**src/rtl/uart_pkt_rx.sv**
```systemverilog
// Packet deframer behind the UART RX FIFO: SOF, LEN, payload, CHK -> buffered payload stream.
// Optional inter-byte timeout enabled with `define UART_PKT_TIMEOUT_EN.
module uart_pkt_rx #(
  parameter int         ADDR_W  = 4,
  parameter logic [7:0] SOF     = 8'h7E,
  parameter int         TMO_CYC = 65536,
  parameter int         TMO_W   = 17
) (
  input  logic       clk,
  input  logic       reset,
  input  logic       rx_empty,
  input  logic [7:0] r_data,
  input  logic       rx_err,
  output logic       rd_uart,
  output logic [7:0] m_data,
  output logic       m_valid,
  input  logic       m_ready,
  output logic       m_last,
  output logic       pkt_ok,
  output logic       pkt_err,
  output logic [2:0] err_code,
  output logic       busy
);
  localparam int         DEPTH = 1 << ADDR_W;
  localparam logic [7:0] MAXL  = (DEPTH > 255) ? 8'd255 : 8'(DEPTH);

  if (ADDR_W < 1 || ADDR_W > 8) begin : g_addr_chk
    $error("ADDR_W out of range");
  end
  if (TMO_CYC >= (1 << TMO_W)) begin : g_tmo_chk
    $error("TMO_W too narrow for TMO_CYC");
  end

  typedef enum logic [2:0] {S_IDLE, S_LEN, S_PAY, S_CHK, S_DRAIN} state_t;

  state_t     state, state_n;
  logic [7:0] len, len_n, sum, sum_n, wr_ptr, wr_ptr_n, rd_ptr, rd_ptr_n;
  logic       ok_n, err_n, wr_en;
  logic [2:0] code_n;
  logic       pop;
  logic [7:0] mem [DEPTH];

  // Pops gated by reset so the FIFO is untouched while reset is held.
  assign pop     = reset & ~rx_empty & (state != S_DRAIN);
  assign rd_uart = pop;
  assign m_valid = reset & (state == S_DRAIN);
  assign m_last  = m_valid & (rd_ptr == len - 8'd1);
  assign m_data  = mem[rd_ptr[ADDR_W-1:0]];
  assign busy    = reset & (state != S_IDLE);

`ifdef UART_PKT_TIMEOUT_EN
  logic [TMO_W-1:0] tmo, tmo_n;
`endif

  always_comb begin
    state_n  = state;
    len_n    = len;
    sum_n    = sum;
    wr_ptr_n = wr_ptr;
    rd_ptr_n = rd_ptr;
    ok_n     = 1'b0;
    err_n    = 1'b0;
    code_n   = err_code;
    wr_en    = 1'b0;
    case (state)
      S_IDLE: if (pop && r_data == SOF && !rx_err) state_n = S_LEN;
      S_LEN: if (pop) begin
        if (rx_err) begin
          err_n = 1'b1; code_n = 3'd3; state_n = S_IDLE;
        end else if (r_data == 8'd0 || r_data > MAXL) begin
          err_n = 1'b1; code_n = 3'd1; state_n = S_IDLE;
        end else begin
          len_n = r_data; sum_n = r_data; wr_ptr_n = 8'd0; state_n = S_PAY;
        end
      end
      S_PAY: if (pop) begin
        if (rx_err) begin
          err_n = 1'b1; code_n = 3'd3; state_n = S_IDLE;
        end else begin
          wr_en    = 1'b1;
          wr_ptr_n = wr_ptr + 8'd1;
          sum_n    = sum + r_data;
          if (wr_ptr == len - 8'd1) state_n = S_CHK;
        end
      end
      S_CHK: if (pop) begin
        if (rx_err) begin
          err_n = 1'b1; code_n = 3'd3; state_n = S_IDLE;
        end else if (r_data != sum) begin
          err_n = 1'b1; code_n = 3'd2; state_n = S_IDLE;
        end else begin
          ok_n = 1'b1; rd_ptr_n = 8'd0; state_n = S_DRAIN;
        end
      end
      S_DRAIN: if (m_ready) begin
        rd_ptr_n = rd_ptr + 8'd1;
        if (rd_ptr == len - 8'd1) state_n = S_IDLE;
      end
      default: state_n = S_IDLE;
    endcase
`ifdef UART_PKT_TIMEOUT_EN
    tmo_n = '0;
    if (state == S_LEN || state == S_PAY || state == S_CHK) begin
      if (!pop) begin
        if (tmo == TMO_W'(TMO_CYC - 1)) begin
          err_n = 1'b1; code_n = 3'd4; state_n = S_IDLE;
        end else begin
          tmo_n = tmo + 1'b1;
        end
      end
    end
`endif
  end

  always_ff @(posedge clk) begin
    if (!reset) begin
      state    <= S_IDLE;
      len      <= '0;
      sum      <= '0;
      wr_ptr   <= '0;
      rd_ptr   <= '0;
      pkt_ok   <= 1'b0;
      pkt_err  <= 1'b0;
      err_code <= '0;
`ifdef UART_PKT_TIMEOUT_EN
      tmo      <= '0;
`endif
    end else begin
      state    <= state_n;
      len      <= len_n;
      sum      <= sum_n;
      wr_ptr   <= wr_ptr_n;
      rd_ptr   <= rd_ptr_n;
      pkt_ok   <= ok_n;
      pkt_err  <= err_n;
      err_code <= code_n;
`ifdef UART_PKT_TIMEOUT_EN
      tmo      <= tmo_n;
`endif
    end
  end

  // Payload RAM keeps its contents across reset.
  always_ff @(posedge clk) begin
    if (wr_en) mem[wr_ptr[ADDR_W-1:0]] <= r_data;
  end
endmodule

```
**config.mk**
```make
export PLATFORM = sky130hd
export DESIGN_NAME = uart_pkt_rx
export DESIGN_NICKNAME = d
export VERILOG_FILES = /design/src/rtl/uart_pkt_rx.sv
export SDC_FILE = /design/constraint.sdc
export NUM_CORES = 1
export LEC_CHECK = 0
export CELL_PAD_IN_SITES_DETAIL_PLACEMENT = 1
export CELL_PAD_IN_SITES_GLOBAL_PLACEMENT = 2
export CORE_MARGIN = 2
export CORE_UTILIZATION = 40
export CTS_CLUSTER_SIZE = 8
export DETAILED_ROUTE_END_ITERATION = 10
export PLACE_DENSITY = 0.87
export SYNTH_ARGS = -nofsm -noshare
export SYNTH_HDL_FRONTEND = slang
export SYNTH_SLANG_ARGS = --single-unit
export TNS_END_PERCENT = 50
```
**constraint.sdc**
```tcl
create_clock -name clk -period 3 [get_ports clk]
set_input_delay 0.75 -clock clk [delete_from_list [all_inputs] [get_ports clk]]
set_output_delay 0.75 -clock clk [all_outputs]
set_load 0.02 [all_outputs]
```
* After elaboration in Yosys (flattened, before gate mapping)
Memory sizes are Yosys's and may differ from the RTL's. A register that Yosys moved wholly into a read port is not among the register bits. Cells that the tools add are included.
Word-level totals: register bits after elaboration 40, bits in latches 0, memory bits (writable) 128, memory bits (read-only) 0, memories kept 1
Operators by class: $add $sub $neg 4, multiply operators 0, divide/modulo/power cells 0, magnitude comparators 1, equal/unequal tests 24, shifts and indexed selects 0, muxes and demuxes 56, bitwise gates (word level) 11, reductions and logical operators 16
Memories:
- mem | depth 16, bits a word 8, rd ports 1, clocked after Yosys merged registers in 1, write ports 1, line 41 | logic [7:0] mem [DEPTH];
Operators with widths (number):
- two-way mux 8 bit | 14
- two-way mux 3 bit | 18
- one-hot mux 8 bit (2 select lines) | 3
- inequality test 2 bit, second input constant | 11
- adder 8 x 1 -> 8 bit, second input constant | 2
- == test 8 bit | 2
- one-hot mux 3 bit (5 select lines) | 1
- two-way mux 1 bit | 14
- AND reduction 7 bit | 2
- inequality test 3 bit, second input constant | 4
- one-hot mux 3 bit (3 select lines) | 1
- adder 8 bit | 1
- == test 8 x 7 -> 1 bit, second input constant | 1
- > comparator 8 x 5 -> 1 bit, second input constant | 1
- logical NOT 8 bit | 1
- two-way mux 4 bit | 2
- inequality test 8 bit | 1
- subtractor 8 x 1 -> 8 bit, second input constant | 1
- == test 3 x 2 -> 1 bit, second input constant | 2
- NOT 1 bit | 6
- AND reduction 6 bit | 1
- nonzero test 3 bit | 2
- AND 1 bit | 5
- AND reduction 5 bit | 1
- other kinds (12) | 15

* Longest topological paths before layout
depth in word-level cells 7, mapped depth 10, mapped depth without buffers 10

* Worst setup path after synthesis
Ideal clock, no wire load.
kind input to register, start point input port reset, end point memory mem[3][0], enable pin, setup time 0.383 ns, arrival time 2.828 ns, setup slack -0.211 ns, stages 7, path buffers 2, cells stage by stage clkbuf_1 > nand2b_1 > a21oi_1 > and2_1 > clkbuf_1 > nand2_1 > nor3_1
On the way: longest elaborated chain between the ends 6
RTL lines:
- start: declaration | line 10 | input logic reset,
- AND 1 bit (2 in a row) | line 44 | assign pop = reset & ~rx_empty & (state != S_DRAIN);
- named net rd_uart | line 14 | output logic rd_uart,
- two-way mux 1 bit | line 76 | S_PAY: if (pop) begin
- two-way mux 1 bit | line 65 | case (state)
- two-way mux 1 bit | line 145 | if (wr_en) mem[wr_ptr[ADDR_W-1:0]] <= r_data;
- two-way mux 1 bit (implied by the code) | line 145
- end: declaration | line 41
The timed path passes the listed nets, and every way through them passes these cells.

==> qor.yml <==
fillers: 1813
drc: 0
grt_use_total_pct: 23.27
ios: 30
fin_nets: 647
synthToLayoutAreaGrowth_pct: 24.74
clkLatencyLatePin_ns: 0.45
critPathCaptureType: "output port"
maxCapViolCount: 0
place_inst: 829
cts_tree: "built"
ys_seq_area_share_pct: 62.52
dieWidth_um: 141.2
ys.flop_type: "edfxtp_1"
avgSynthCellArea_um2: 14.47
dr_total_vias: 4935
drive_above_1_share_pct: 30.81
reg2reg_setup_slack_ns: 0.22
grt_max_degree: 33
worst_hold_slack_ns: 0.5258
drt_iter0_drc: 383
grt_pass1_wl_um: 33470
cts_max_level: 4
ant_nets: 0
syn_nets: 547
finalWorstSetupSlack_ns: -0.02772
wl_per_cell_um: 25.50
min_period_ns: 3.028
relSlewSlack_pct: 64.72
skew_ns: 0.009505
worstHoldPathType: "reg2reg"
worstMarginPinSlew_ns: 0.5285
synth_cell_types: 61
ir_worst_vdd_mv: 0.4714
min-delay-start: "err_code[0]"
core_area_um2: 18580
drt_first_pass_iters: 4
setup_viol: 6
io_buffers: 28
crit_required_ns: 2.25
power.leakage_uw: 0.003314
r2r_start: "sum[1]"
fp.dieArea_um2: 19920
instances_no_fill: 867
synth-edff-count: 128
hold_viol: 0
vias_per_cell: 5.692
dp_hpwl_um: 14230
slew_violations: 0
final_cell_mix: "edfxtp_1 (128), buf_4 (74), nor2_1 (55)"
initial_core_util_pct: 40.50
wl_um: 22110
max_freq_mhz: 330.3
gr-total-overflow: 0
rsz0062_at_grt: "true"
ys_seq_elements: 171
first_global_vias: 5420
fp.dieH_um: 141.2
cts.sinks: 171
dpl_worst_slack_ns: -0.6079
antenna_found_initial: 0
path_max_fanout: 8
status: "finished, violations left"
root_buffer: "clkbuf_16"
cts.clk_slew.worst_paths_ns: 0.07
cts-buffers-inserted: 17
mostFrequentLayoutCell: "edfxtp_1"
critPathArrivalTime_ns: 2.28
cp-start-kind: "register"
violations: "negative setup slack"
gp_congestion: 0.8425
ys_warn_count: 0
synth_area_um2: 7525
final_util_pct: 50.52
synth-async-reset-ratio_pct: 0
finalCritPeriodShare_pct: 100.9
worstSetupPathType: "reg2out"
cts_buffer_depth: 2
rows: 50
powerDensity_nw_per_um2: 528.6
finalSetupTns_ns: -0.07856
diodes: 0
syn_inst: 520
## through the flow
step | power [uW] | cell area (um2)
after floorplan | 2686 | 7530
final | 4962 | 9387
after global routing | 5089 | 9387
after global placement | 2794 | 8591
after CTS | 4997 | 9348
after detailed placement | 2804 | 8591
## cells by family after synthesis
| group | count (synthesis) | share of synthesized area, % |
|---|---|---|
| adders and majority gates | 14 | 2.428 |
| other | 1 | 0.04984 |
| AOI/OAI and AO/OA | 52 | 5.105 |
| muxes | 49 | 13.20 |
| DFF | 171 | 62.52 |
| xor gates and xnor gates | 36 | 4.190 |
| buffers and inverters | 41 | 2.112 |
| and+or+nand+nor | 156 | 10.39 |
## registers in the layout, indices dropped and copies added (netlist names), named ones only
signal,count
rd_ptr,8
pkt_err,1
err_code,2
mem,128
len,8
wr_ptr,8
pkt_ok,1
sum,8
state,3
## area by class of cell
cell class                      count  area, um2  area share [%]
Sequential cell                   171       4711           50.19
Multi-Input combinational cell    308       2791           29.74
Timing Repair Buffer              108      955.9           10.18
Clock buffer                       17      425.4           4.532
Tap cell                          234      292.8           3.119
Clock inverter                     15      157.7           1.680
Inverter                           14      52.55          0.5599
## synthesized netlist by cell type (2+ instances only)
cell type / n / area, um2
nor2_1: 56 / 210.2
xor2_1: 19 / 166.4
o22ai_1: 3 / 18.77
dfxtp_1: 43 / 860.8
o21a_1: 2 / 15.01
nor3_1: 10 / 50.05
a221oi_1: 2 / 17.52
or3_1: 4 / 25.02
o221a_2: 2 / 22.52
nand3_1: 8 / 40.04
nor2b_1: 6 / 37.54
ha_1: 13 / 162.7
a21oi_1: 13 / 65.06
mux4_2: 40 / 900.9
nand2_1: 32 / 120.1
and3_1: 5 / 31.28
and2_1: 3 / 18.77
mux2_2: 2 / 22.52
nand4_1: 7 / 43.79
mux2i_1: 7 / 70.07
xnor2_1: 17 / 148.9
o211ai_1: 2 / 15.01
clkbuf_1: 18 / 67.56
o21ai_0: 8 / 40.04
nor4_1: 5 / 31.28
inv_1: 13 / 48.80
a211oi_1: 3 / 22.52
nand3b_1: 2 / 15.01
edfxtp_1: 128 / 3844
or2_2: 2 / 12.51
buf_1: 7 / 26.28
nand2b_1: 8 / 50.05
a31oi_1: 2 / 12.51
## worst max-delay path, cell delays in order (launching register included)
cell and delay (ns):
dfxtp_4 0.43, buf_12 0.16, mux4_2 0.51, mux4_2 0.56
buf_6 0.17
## report_power, final
part	total (uW)	leakage, uW	internal, uW	switching (uW)
registers	2550	0.00150	2540	11.7
clock network	2200	0.000290	1120	1080
logic	209	0.00153	80.9	128
total	4960	0.00331	3740	1220
## worst paths after layout
path,end,depth (start not counted)
setup / recovery,m_data[7],4
hold / removal,err_code[0],2
setup reg to reg,rd_ptr[7],7
hold reg to reg,err_code[0],2
## layer usage
metal	track usage [%]	vias to the layer above	part of all wire, %
met2	39.14	195	51
met3	5.978	45	6.5
met5	0	-	0
met4	9.526	0	3.1
met1	28.72	2530	40
li1	-	2165	-
## repair_timing
item,4_1_cts,5_1_grt
hold buffers,0,0
pin swaps,11,5
resized for setup,72,22
setup endpoints to repair,20,20
cloned,2,0
setup buffers,5,2
No activity file was read; power rests on OpenSTA's default activity.
